**src/rtl/fpu_norm_pkg.sv**
```systemverilog
// fpu_norm_pkg: widths and bit positions shared by the mantissa normalizer
package fpu_norm_pkg;
  localparam int MAN_W   = 32;
  localparam int EXP_W   = 10;
  localparam int LZ_W    = $clog2(MAN_W);
  localparam int EXP_MAX = 255;
  localparam int SIG_MSB = 31;
  localparam int SIG_LSB = 24;
  localparam int G_BIT   = 23;
  localparam int R_BIT   = 22;
  localparam int S_MSB   = 21;
endpackage

```
**src/rtl/fpu_lzd_normalizer_if.sv**
```systemverilog
// fpu_lzd_normalizer_if: input and output handshake bundle of the normalizer
interface fpu_lzd_normalizer_if;
  import fpu_norm_pkg::*;
  logic             in_valid;
  logic             in_ready;
  logic             in_sign;
  logic [EXP_W-1:0] in_exp;
  logic [MAN_W-1:0] in_man;
  logic [LZ_W-1:0]  lzd_pos;
  logic             lzd_valid;
  logic             out_valid;
  logic             out_ready;
  logic             out_sign;
  logic [EXP_W-1:0] out_exp;
  logic [7:0]       out_man;
  logic [2:0]       out_grs;
  logic             out_zero;
  logic             out_uflow;
  logic             out_oflow;
  modport master (
    output in_valid, in_sign, in_exp, in_man, lzd_pos, lzd_valid, out_ready,
    input  in_ready, out_valid, out_sign, out_exp, out_man, out_grs, out_zero, out_uflow, out_oflow
  );
  modport slave (
    input  in_valid, in_sign, in_exp, in_man, lzd_pos, lzd_valid, out_ready,
    output in_ready, out_valid, out_sign, out_exp, out_man, out_grs, out_zero, out_uflow, out_oflow
  );
endinterface

```
**src/rtl/fpu_norm_lshift.sv**
```systemverilog
// fpu_norm_lshift: logarithmic left barrel shifter, one level per amount bit
module fpu_norm_lshift
  import fpu_norm_pkg::*;
(
  input  logic [MAN_W-1:0] din,
  input  logic [LZ_W-1:0]  amt,
  output logic [MAN_W-1:0] dout
);
  logic [MAN_W-1:0] lvl [LZ_W+1];
  assign lvl[0] = din;
  for (genvar i = 0; i < LZ_W; i++) begin : g_lvl
    assign lvl[i+1] = amt[i] ? lvl[i] << (1 << i) : lvl[i];
  end
  assign dout = lvl[LZ_W];
endmodule

```
**src/rtl/fpu_lzd_normalizer.sv**
```systemverilog
// fpu_lzd_normalizer: two-stage normalizer applying the LZD count to the mantissa
// and exponent, producing a BF16 significand with guard/round/sticky.
module fpu_lzd_normalizer
  import fpu_norm_pkg::*;
(
  input logic           clk,
  input logic           rst_l,
  fpu_lzd_normalizer_if.slave bus
);
  logic             a_valid, a_sign, a_zero;
  logic [EXP_W-1:0] a_exp, exp_adj;
  logic [MAN_W-1:0] a_man, sh;
  logic [LZ_W-1:0]  a_lz;
  logic             b_adv, in_fire;
  assign b_adv       = !bus.out_valid || bus.out_ready;
  assign bus.in_ready = !a_valid || b_adv;
  assign in_fire     = bus.in_valid && bus.in_ready;
  assign exp_adj     = a_exp + EXP_W'(1) - EXP_W'(a_lz);
  fpu_norm_lshift u_lshift (.din(a_man), .amt(a_lz), .dout(sh));
  always_ff @(posedge clk or negedge rst_l) begin
    if (!rst_l) begin
      a_valid       <= 1'b0;
      a_sign        <= 1'b0;
      a_zero        <= 1'b0;
      a_exp         <= '0;
      a_man         <= '0;
      a_lz          <= '0;
      bus.out_valid <= 1'b0;
      bus.out_sign  <= 1'b0;
      bus.out_exp   <= '0;
      bus.out_man   <= '0;
      bus.out_grs   <= '0;
      bus.out_zero  <= 1'b0;
      bus.out_uflow <= 1'b0;
      bus.out_oflow <= 1'b0;
    end else begin
      if (in_fire) begin
        a_valid <= 1'b1;
        a_sign  <= bus.in_sign;
        a_zero  <= !bus.lzd_valid;
        a_exp   <= bus.in_exp;
        a_man   <= bus.in_man;
        a_lz    <= bus.lzd_pos;
      end else if (b_adv) begin
        a_valid <= 1'b0;
      end
      if (b_adv) begin
        bus.out_valid <= a_valid;
        if (a_valid) begin
          // zero results keep the sign but clear all data and range flags
          bus.out_sign  <= a_sign;
          bus.out_exp   <= a_zero ? '0 : exp_adj;
          bus.out_man   <= a_zero ? '0 : sh[SIG_MSB:SIG_LSB];
          bus.out_grs   <= a_zero ? '0 : {sh[G_BIT], sh[R_BIT], |sh[S_MSB:0]};
          bus.out_zero  <= a_zero;
          bus.out_uflow <= !a_zero && ($signed(exp_adj) <= 0);
          bus.out_oflow <= !a_zero && ($signed(exp_adj) >= EXP_MAX);
        end
      end
    end
  end
endmodule

```
**src/flat_wrapper.sv**
```systemverilog
// flat-port wrapper written by rule: the top's interface ports become plain ports
module fpu_lzd_normalizer_flat import fpu_norm_pkg::*;
  (clk, rst_l, bus_in_valid, bus_in_sign, bus_in_exp, bus_in_man, bus_lzd_pos, bus_lzd_valid, bus_out_ready, bus_in_ready, bus_out_valid, bus_out_sign, bus_out_exp, bus_out_man, bus_out_grs, bus_out_zero, bus_out_uflow, bus_out_oflow);
  fpu_lzd_normalizer_if bus_i ();
  input logic clk;
  input logic rst_l;
  input wire logic [$bits(bus_i.in_valid)-1:0] bus_in_valid;
  input wire logic [$bits(bus_i.in_sign)-1:0] bus_in_sign;
  input wire logic [$bits(bus_i.in_exp)-1:0] bus_in_exp;
  input wire logic [$bits(bus_i.in_man)-1:0] bus_in_man;
  input wire logic [$bits(bus_i.lzd_pos)-1:0] bus_lzd_pos;
  input wire logic [$bits(bus_i.lzd_valid)-1:0] bus_lzd_valid;
  input wire logic [$bits(bus_i.out_ready)-1:0] bus_out_ready;
  output wire logic [$bits(bus_i.in_ready)-1:0] bus_in_ready;
  output wire logic [$bits(bus_i.out_valid)-1:0] bus_out_valid;
  output wire logic [$bits(bus_i.out_sign)-1:0] bus_out_sign;
  output wire logic [$bits(bus_i.out_exp)-1:0] bus_out_exp;
  output wire logic [$bits(bus_i.out_man)-1:0] bus_out_man;
  output wire logic [$bits(bus_i.out_grs)-1:0] bus_out_grs;
  output wire logic [$bits(bus_i.out_zero)-1:0] bus_out_zero;
  output wire logic [$bits(bus_i.out_uflow)-1:0] bus_out_uflow;
  output wire logic [$bits(bus_i.out_oflow)-1:0] bus_out_oflow;
  assign bus_i.in_valid = bus_in_valid;
  assign bus_i.in_sign = bus_in_sign;
  assign bus_i.in_exp = bus_in_exp;
  assign bus_i.in_man = bus_in_man;
  assign bus_i.lzd_pos = bus_lzd_pos;
  assign bus_i.lzd_valid = bus_lzd_valid;
  assign bus_i.out_ready = bus_out_ready;
  assign bus_in_ready = bus_i.in_ready;
  assign bus_out_valid = bus_i.out_valid;
  assign bus_out_sign = bus_i.out_sign;
  assign bus_out_exp = bus_i.out_exp;
  assign bus_out_man = bus_i.out_man;
  assign bus_out_grs = bus_i.out_grs;
  assign bus_out_zero = bus_i.out_zero;
  assign bus_out_uflow = bus_i.out_uflow;
  assign bus_out_oflow = bus_i.out_oflow;
  fpu_lzd_normalizer u_core (.clk(clk), .rst_l(rst_l), .bus(bus_i));
endmodule
```
**config.mk**
```make
export PLATFORM = sky130hd
export DESIGN_NAME = fpu_lzd_normalizer_flat
export DESIGN_NICKNAME = d
export VERILOG_FILES = /design/src/rtl/fpu_norm_pkg.sv /design/src/rtl/fpu_lzd_normalizer_if.sv /design/src/rtl/fpu_norm_lshift.sv /design/src/rtl/fpu_lzd_normalizer.sv /design/src/flat_wrapper.sv
export SDC_FILE = /design/constraint.sdc
export NUM_CORES = 1
export LEC_CHECK = 0
export BUFFER_PORTS_ARGS = -buffer_cell sky130_fd_sc_hd__buf_4
export CAP_MARGIN = 20
export CORE_AREA = 2 2 127 129
export DETAILED_ROUTE_END_ITERATION = 16
export DIE_AREA = 0 0 129 131
export PLACE_DENSITY_LB_ADDON = 0.08
export SYNTH_ARGS = -nofsm -noshare
export SYNTH_HDL_FRONTEND = slang
export SYNTH_HIERARCHICAL = 1
export SYNTH_SLANG_ARGS = --single-unit
```
**constraint.sdc**
```tcl
create_clock -name clk -period 3.95 [get_ports clk]
set_input_delay 0 -clock clk [delete_from_list [all_inputs] [get_ports clk]]
set_output_delay 0 -clock clk [all_outputs]
set_load 0.01 [all_outputs]
```
Word-level counts from Yosys, hierarchy flattened
Cells that the tools add are included.

Add/sub/neg operators: 2. Reductions and logical operators: 12. Muxes and demuxes: 10. $lt $le $gt $ge: 2.

Operator list (count): $mux 32 (5); $reduce_or 22->1 (1); $add 10x1->10 const B (1); $ge 10x9->1 const B (1); $le 10x1->1 const B (1); $mux 10 (1); $sub 10x5->10 (1); $mux 8 (1); $logic_not 1->1 (4); $logic_and 1x1->1 (3); $mux 3 (1); $logic_or 1x1->1 (2); $mux 1 (2); $reduce_and 2->1 (1); $reduce_bool 2->1 (1).

Register bits after elaboration: 76. Input port bits: 53. Output and inout bits: 27. Logic and storage cells: 40.

Logic depth before layout (Yosys ltp)
Gate-level depths: netlist (run 1).

Depth in word-level cells: 7. Mapped depth: 11. Depth with buffers taken out: 10.

Modules after synthesis
The synthesis (run 1) kept the hierarchy.

Modules (own cells, without submodules): fpu_lzd_normalizer (instances 1, cells each 273, seq. area each 1901.8 um^2, area each 3427.0 um^2); fpu_norm_lshift (instances 1, cells each 183, seq. area each 0.0 um^2, area each 1774.2 um^2).

Worst setup path before layout (run 1)
OpenSTA, ideal clock, no wires.

Path type: reg2reg. From: register u_core.a_lz[1]. To: register u_core.bus.out_uflow. Path slack: 1362 ps. Setup time: 87 ps. Stages on the path, launching flop included: 10. Data arrival time: 2501 ps. Data required time: 3863 ps. Path buffers: 0. Clock period less this slack: 2588 ps. Cell sequence: dfrtp_1 -> ha_1 -> inv_1 -> ha_1 -> fa_1 -> nor3_1 -> nand2_1 -> a2111oi_2 -> or4b_1 -> o211ai_1.

Cells in the longest elaborated chain, start to end: 3.

Ends and longest elaborated chain: start, declared (RTL line fpu_lzd_normalizer.sv:13) `logic [LZ_W-1:0] a_lz;`; start signal, assigned (RTL line fpu_lzd_normalizer.sv:43) `a_lz <= bus.lzd_pos;`; $sub 10x5->10 (RTL line fpu_lzd_normalizer.sv:18) `assign exp_adj = a_exp + EXP_W'(1) - EXP_W'(a_lz);`; $le 10x1->1 (RTL line fpu_lzd_normalizer.sv:56) `bus.out_uflow <= !a_zero && ($signed(exp_adj) <= 0);`; $logic_and 1x1->1 (RTL line fpu_lzd_normalizer.sv:56); end signal, assigned (RTL line fpu_lzd_normalizer.sv:56); end, declared (RTL line fpu_lzd_normalizer_if.sv:26) `output in_ready, out_valid, out_sign, out_exp, out_man, out_grs, out_zero, out_uflow, out_oflow`.

No other way between the ends. A chain may end at the register's enable or synchronous reset.

Final worst setup path (run 1)
From: register u_core.a_lz[0]. To: register u_core.bus.out_grs[0].

Cells in the longest elaborated chain, start to end: 7.

Ends and longest elaborated chain: $mux 32 (5 in series) (RTL line fpu_norm_lshift.sv:12) `assign lvl[i+1] = amt[i] ? lvl[i] << (1 << i) : lvl[i];`; via u_core.sh[7] (RTL line fpu_lzd_normalizer.sv:12) `logic [MAN_W-1:0] a_man, sh;`; $reduce_or 22->1 (RTL line fpu_lzd_normalizer.sv:54) `bus.out_grs <= a_zero ? '0 : {sh[G_BIT], sh[R_BIT], |sh[S_MSB:0]};`; $mux 3 (RTL line fpu_lzd_normalizer.sv:54); end signal, assigned (RTL line fpu_lzd_normalizer.sv:54); end, declared (RTL line fpu_lzd_normalizer_if.sv:26).

The timed path passes the listed nets, and every way through them passes these cells.

==> impl_metrics.json, run 1 <==
{
  "place_congestion": 0.957,
  "root_buffer": "clkbuf_16",
  "drt-initial-drc-count": 255,
  "vias": 4129,
  "final_common_cell": "buf_4",
  "mostFrequentLayoutCells": "buf_4, dfrtp_1, mux2_2",
  "yosysTopAreaCell": "dfrtp_1",
  "synth_seq_cells": 76,
  "p_per_area_nw_per_um2": 491,
  "reg2regPathDepth": 6,
  "swShare": 0.362,
  "antenna_cells": 0,
  "drt-wirelength-per-cell_um": 17.7,
  "core-area_um2": 15600,
  "clkPwrFrac": 0.234,
  "synthCells": 456,
  "worst_slew_pin_slew_ns": 1.09,
  "hold_path_class": "primary input to async pin",
  "grt_pass1_vias": 4196,
  "fin_crit_sh": 0.782,
  "antenna_found_initial": 0,
  "slew_headroom": 0.274,
  "via_per_inst": 5.18,
  "die_h_um": 131,
  "cts.sinks": 76,
  "insertion_delay_ns": 0.34,
  "areaGrowthSynthToFinish_pct": 29.9,
  "fill_cells": 1494,
  "ys_warn_count": 6,
  "seqPwrFrac": 0.334,
  "synth_cell_types": 62,
  "grt_pass1_wl_um": 22900,
  "layout.nets": 643,
  "internal_power_w": 0.00211,
  "slew_violations": 0,
  "worst_slack_ns": 0.863,
  "hold_viol": 0,
  "ys.flop_type": "dfrtp_1",
  "drv_cap": 0,
  "gr-usage-all-layers": 0.176,
  "totalWireLength_um": 14100,
  "min_period_ns": 3.09,
  "cts.path.max_buffers": 2,
  "h-tree-depth": 3,
  "syn_area_um2": 5200,
  "path_class": "register to register",
  "portBuffers": 79,
  "die_x_um": 129,
  "finClkSkew_ns": 0.00568,
  "required_ns": 4.14,
  "irDropWorstVdd_v": 0.000222,
  "start_util": 0.333,
  "fmax_mhz": 324,
  "crit_fanout": 21,
  "path_clk_slew_ns": 0.06,
  "reg2reg_slack_ns": 0.86,
  "synth_edf_count": 0,
  "use_met3": 0.0330,
  "finalPower_w": 0.00331,
  "tns_ns": 0,
  "tritoncts": "yes",
  "overflow": 0,
  "avgSynthCellArea_um2": 11.4,
  "p_leak_nw": 2.89,
  "use_met2": 0.290,
  "worstPathArrival_ns": 3.28,
  "num_rows": 46,
  "die_area_um2": 16900,
  "pwr-share-comb": 0.432,
  "switching_power_w": 0.00120,
  "synthTopCellsByArea": "dfrtp_1, mux2_2, mux4_2",
  "cts_buffers": 9,
  "first_pass_iters": 4,
  "final_layout_size_suffix_gt1_frac": 0.351,
  "post-cts-setup-buffers": 0,
  "r2r_start": "u_core/a_lz[0]",
  "path_cells": "mux4_1 -> mux2_2 -> and2_1 -> or4_1 -> nor4_1 -> o31ai_1",
  "synth_nets": 523,
  "yosysSeqAreaShare": 0.366,
  "use_met1": 0.229,
  "hpwlAfterDp_um": 10200,
  "outcome": "completed",
  "drcViolationCount": 0,
  "worstReg2RegEnd": "u_core/bus.out_grs[0]",
  "dp.cells": 728,
  "crit_path_start_kind": "register",
  "final_cell_count_no_fill": 797,
  "netlist.area_leader.share": 0.366,
  "fin_util": 0.433,
  "dp_worst_setup_slack_ns": 0.877,
  "drtAntennaViolNets": 0,
  "slowest_stage": "mux4_1",
  "grt_max_degree": 77,
  "slowest_delay_ns": 0.76,
  "end_kind": "register",
  "io_pins": 80,
  "async_flop_share": 1.00,
  "finalSetupViolations": 0,
  "rsz0062_at_grt": "no",
  "busiest_layer": "met2"
}
-- area by class of cell --
| class | count | area, um^2 | share of cell area |
|---|---|---|---|
| multi-input combinational | 334 | 3060 | 0.453 |
| sequential | 76 | 1900 | 0.282 |
| timing repair buffer | 141 | 1190 | 0.176 |
| tap | 216 | 270 | 0.0400 |
| clock buffer | 11 | 243 | 0.0359 |
| inverter | 14 | 52.6 | 0.00778 |
| clock inverter | 5 | 36.3 | 0.00537 |
-- layer usage --
layer	up-vias	wire (um)
met2	106	6710
met1	2021	6600
met4	0	273
met3	20	537
li1	1982	-
met5	-	0
-- critical path, delay by kind of cell (launching register included) --
| family | cells | cell delay, ns |
|---|---|---|
| mux | 2 | 1.10 |
| compound gates | 1 | 0.10 |
| simple gates | 3 | 1.01 |
| flops | 1 | 0.72 |
-- power by group through the flow --
| stage | logic [W] | registers (W) | clock network, W |
|---|---|---|---|
| 5_1_grt | 0.00157 | 0.00114 | 0.000839 |
| 6_report | 0.00143 | 0.00111 | 0.000777 |
| 3_5_place_dp | 0.00139 | 0.00113 | 0 |
| 2_1_floorplan | 0.000942 | 0.00110 | 0 |
| 4_1_cts | 0.00144 | 0.00111 | 0.000815 |
| 3_3_place_gp | 0.00139 | 0.00112 | 0 |
-- registers in the layout, summed over array words and instances (netlist names) --
signal                count
u_core/a_valid            1
u_core/a_man             32
u_core/a_exp             10
u_core/bus.out_grs        3
u_core/bus.out_oflow      1
u_core/bus.out_sign       1
u_core/a_sign             1
u_core/bus.out_man        8
u_core/bus.out_zero       1
u_core/a_lz               5
u_core/bus.out_uflow      1
u_core/bus.out_exp       10
u_core/bus.out_valid      1
u_core/a_zero             1
-- per-stage QoR --
step,cell area [um^2],hold slack [ns]
2_1_floorplan,5200,-0.296
3_3_place_gp,5940,0.199
3_5_place_dp,5940,0.215
4_1_cts,6750,0.391
5_1_grt,6750,0.426
6_report,6750,0.360
-- worst max-delay path by stage --
stage | from | end | slack (ns) | cells past startpoint
after global placement | u_core/a_lz[0] | u_core/bus.out_uflow | 0.90 | 9
final | u_core/a_lz[0] | u_core/bus.out_grs[0] | 0.86 | 6
after floorplan | u_core/a_lz[1] | u_core/bus.out_uflow | 1.36 | 9
after detailed placement | u_core/a_lz[0] | u_core/bus.out_uflow | 0.88 | 9
after CTS | u_core/a_lz[0] | u_core/bus.out_uflow | 0.84 | 9
after global routing | u_core/a_lz[0] | u_core/bus.out_uflow | 0.66 | 9
-- Yosys cell counts (6+ instances only) --
cell type  instances
mux4_2            24
a22oi_1            7
nand2b_1          17
buf_1              8
nand2_1           37
inv_1             13
dfrtp_1           76
nor2_1            23
a211oi_1           8
mux2_2            65
nand3_1            6
a21oi_1           10
ha_1              13
mux4_1             9
mux2i_1           11
o21ai_0           23
clkbuf_1          11
nor3_1             7
-- logic make-up after synthesis --
family,after synthesis,share of synthesized area
flops,76,0.366
buf+inv,46,0.0469
mux,109,0.311
simple gates,120,0.117
fa+ha+maj,14,0.0351
compound gates,84,0.113
xor+xnor,7,0.0118
-- what timing repair did --
item | CTS | global route
hold endpoints to repair | 127 | 0
hold buffers | 53 | 0
gates resized for setup | 0 | 0
(Power assumes the default switching activity.)
==> inputs of run 2 (changes only) <==
--- a/config.mk
+++ b/config.mk
@@ -5,11 +5,12 @@
 export SDC_FILE = /design/constraint.sdc
 export NUM_CORES = 1
 export LEC_CHECK = 0
+export ABC_AREA = 1
 export BUFFER_PORTS_ARGS = -buffer_cell sky130_fd_sc_hd__buf_4
 export CAP_MARGIN = 20
-export CORE_AREA = 2 2 127 129
+export CORE_AREA = 2 2 125 127
 export DETAILED_ROUTE_END_ITERATION = 16
-export DIE_AREA = 0 0 129 131
+export DIE_AREA = 0 0 127 129
 export PLACE_DENSITY_LB_ADDON = 0.08
 export SYNTH_ARGS = -nofsm -noshare
 export SYNTH_HDL_FRONTEND = slang
==> constraint.sdc (replaced) <==
create_clock -name clk -period 2.9 [get_ports clk]
set_input_delay 0 -clock clk [delete_from_list [all_inputs] [get_ports clk]]
set_output_delay 0 -clock clk [all_outputs]
set_load 0.01 [all_outputs]
==> run 2 against run 1 <==
Effect of this change: clock skew about the same; synthesized cell count increased by 46%; fmax increased by 36%; critical path type unchanged.
==> impl_metrics.json, run 2 <==
{
  "io_pins": 80,
  "portBuffers": 79,
  "areaGrowthSynthToFinish_pct": 29.4,
  "yosysMostFrequentCell": "nand3_1",
  "critPathCapture": "u_core/bus.out_oflow",
  "gr-usage-all-layers": 0.182,
  "rsz0062_at_grt": "no",
  "reg2regPathDepth": 14,
  "die_h_um": 129,
  "drv_cap": 0,
  "vias": 4881,
  "core-area_um2": 15000,
  "r2r_start": "u_core/a_lz[1]",
  "path_clk_slew_ns": 0.06,
  "cts.sinks": 76,
  "slew_headroom": 0.371,
  "cts_buffers": 9,
  "tns_ns": 0,
  "cts.path.max_buffers": 2,
  "ys.flop_type": "dfrtp_1",
  "fin_crit_sh": 0.780,
  "drtAntennaViolNets": 0,
  "synthTopCellsByCount": "nand3_1, nand2_1, dfrtp_1, nor2_1, mux2_2",
  "cts_resized": 0,
  "irDropWorstVdd_v": 0.000308,
  "first_pass_iters": 4,
  "die_x_um": 127,
  "crit_fanout": 7,
  "dp.cells": 903,
  "grt_pass1_vias": 4808,
  "layout.nets": 844,
  "insertion_delay_ns": 0.34,
  "hpwlAfterDp_um": 10600,
  "root_buffer": "clkbuf_16",
  "p_leak_nw": 3.24,
  "synthCells": 665,
  "p_per_area_nw_per_um2": 705,
  "synth_seq_cells": 76,
  "ys_warn_count": 6,
  "min-delay-start": "bus_in_valid",
  "grt_max_degree": 77,
  "antenna_found_initial": 0,
  "finalSetupViolations": 0,
  "slew_violations": 0,
  "end_kind": "register",
  "min_period_ns": 2.26,
  "final_layout_size_suffix_gt1_frac": 0.191,
  "die_area_um2": 16400,
  "avgSynthCellArea_um2": 7.60,
  "drcViolationCount": 0,
  "worstPathArrival_ns": 2.50,
  "hold_viol": 0,
  "place_congestion": 0.873,
  "tritoncts": "yes",
  "fmax_mhz": 442,
  "largest_reg_flops": 32,
  "synth_cell_types": 34,
  "synthTopCellsByArea": "dfrtp_1, nand3_1, nand2_1",
  "start_util": 0.337,
  "totalWireLength_um": 14000,
  "worst_slack_ns": 0.638,
  "drt-initial-drc-count": 308,
  "via_per_inst": 5.04,
  "netlist.area_leader.share": 0.376,
  "antenna_cells": 0,
  "h-tree-depth": 3,
  "async_flop_share": 1.00,
  "overflow": 0,
  "dp_worst_setup_slack_ns": 0.646,
  "worstReg2RegEnd": "u_core/bus.out_oflow",
  "final_common_cell": "nand3_1",
  "worst_slew_pin_slew_ns": 0.943,
  "post-cts-setup-buffers": 0,
  "final_cell_count_no_fill": 969,
  "startpoint": "u_core/a_lz[1]",
  "outcome": "completed",
  "fill_cells": 1550,
  "required_ns": 3.14,
  "path_class": "register to register",
  "reg2reg_slack_ns": 0.64,
  "drt-wirelength-per-cell_um": 14.5,
  "hold_path_class": "primary input to register",
  "largest_register": "u_core/a_man",
  "num_rows": 45,
  "synth_edf_count": 0,
  "crit_path_start_kind": "register",
  "synth_nets": 732,
  "grt_pass1_wl_um": 23800,
  "mostFrequentLayoutCells": "nand3_1, nand2_1, buf_4",
  "finClkSkew_ns": 0.00527,
  "syn_area_um2": 5050,
  "top_regs": "u_core/a_man x32, u_core/a_exp x10, u_core/bus.out_exp x10",
  "yosysTopAreaCell": "dfrtp_1",
  "yosysSeqAreaShare": 0.376
}
[run 2: changes by cell type after synthesis, sizes merged, moves of 11 or more]
| cell | change |
|---|---|
| nor2 | +20 |
| mux2i | -11 |
| o21ai | -18 |
| nand3 | +192 |
| mux4 | -33 |
| nand2 | +134 |
| nand2b | -17 |
| inv | +21 |
| mux2 | -26 |
[run 2: power breakdown]
group | switching (W) | leakage (nW) | internal, W
combinational | 0.00113 | 2.17 | 0.000806
clock | 0.000425 | 0.156 | 0.000772
sequential | 0.000171 | 0.910 | 0.00130
total | 0.00173 | 3.24 | 0.00288
[run 2: area by class of cell]
| type | instances | area [um^2] | share of cell area |
|---|---|---|---|
| repair buffers | 138 | 1160 | 0.178 |
| flip-flops and latches | 76 | 1900 | 0.291 |
| well taps | 188 | 235 | 0.0360 |
| clock inverters | 4 | 73.8 | 0.0113 |
| inverters | 35 | 131 | 0.0201 |
| multi-input cells | 517 | 2790 | 0.427 |
| clock buffers | 11 | 243 | 0.0371 |
[run 2: cell families (layout without fill, tap and decap cells)]
logic type / count (synthesis) / count (layout) / synth area share
AO/OA/AOI/OAI: 35 / 35 / 0.0500
multiplexers: 39 / 39 / 0.0869
XOR/XNOR: 1 / 1 / 0.00173
AND/OR/NAND/NOR: 428 / 428 / 0.378
flip-flops: 76 / 76 / 0.376
adder cells (fa/ha/maj): 14 / 14 / 0.0362
buffers and inverters: 72 / 188 / 0.0711
[run 2: what timing repair did]
action | in CTS | in global routing
endpoints found under the hold margin | 126 | 0
endpoints found under the setup margin | 0 | 0
hold buffers | 51 | 0
[run 2: metrics by stage]
step                      area [um^2]   util  hold WS (ns)  power, W
after floorplan                  5050      -        -0.296   0.00275
after global placement           5710  0.381         0.195   0.00337
after detailed placement         5710  0.381         0.198   0.00338
after CTS                        6540  0.437         0.319   0.00466
after global routing             6540  0.437         0.375   0.00499
final                            6540  0.437         0.302   0.00461
[run 2: critical path: stages, from the launching register on]
cell     delay [ns]
dfrtp_1        0.45
ha_1           0.30
inv_1          0.04
ha_1           0.21
fa_1           0.38
nand2_1        0.09
nand2_1        0.10
nand3_1        0.10
nand2_1        0.06
nand2_1        0.05
nand2_1        0.10
nand3_1        0.11
nand2_1        0.05
nand2_1        0.06
nand2_1        0.04
[run 2: worst min path at each step]
stage / to / slack (ns) / cells past startpoint
final: u_core/a_valid / 0.30 / 3
after global placement: u_core/a_zero / 0.19 / 2
after detailed placement: u_core/a_zero / 0.20 / 2
after global routing: u_core/a_zero / 0.38 / 3
after CTS: u_core/a_valid / 0.32 / 3
after floorplan: u_core/a_exp[0] / -0.30 / 0
[run 2: routing by layer]
metal / vias to the layer above / track usage / part of all wire
li1: 2489 / - / -
met1: 2260 / 0.252 / 0.49
met2: 109 / 0.287 / 0.45
met3: 23 / 0.0291 / 0.037
met4: 0 / 0.0743 / 0.022
met5: - / 0 / 0
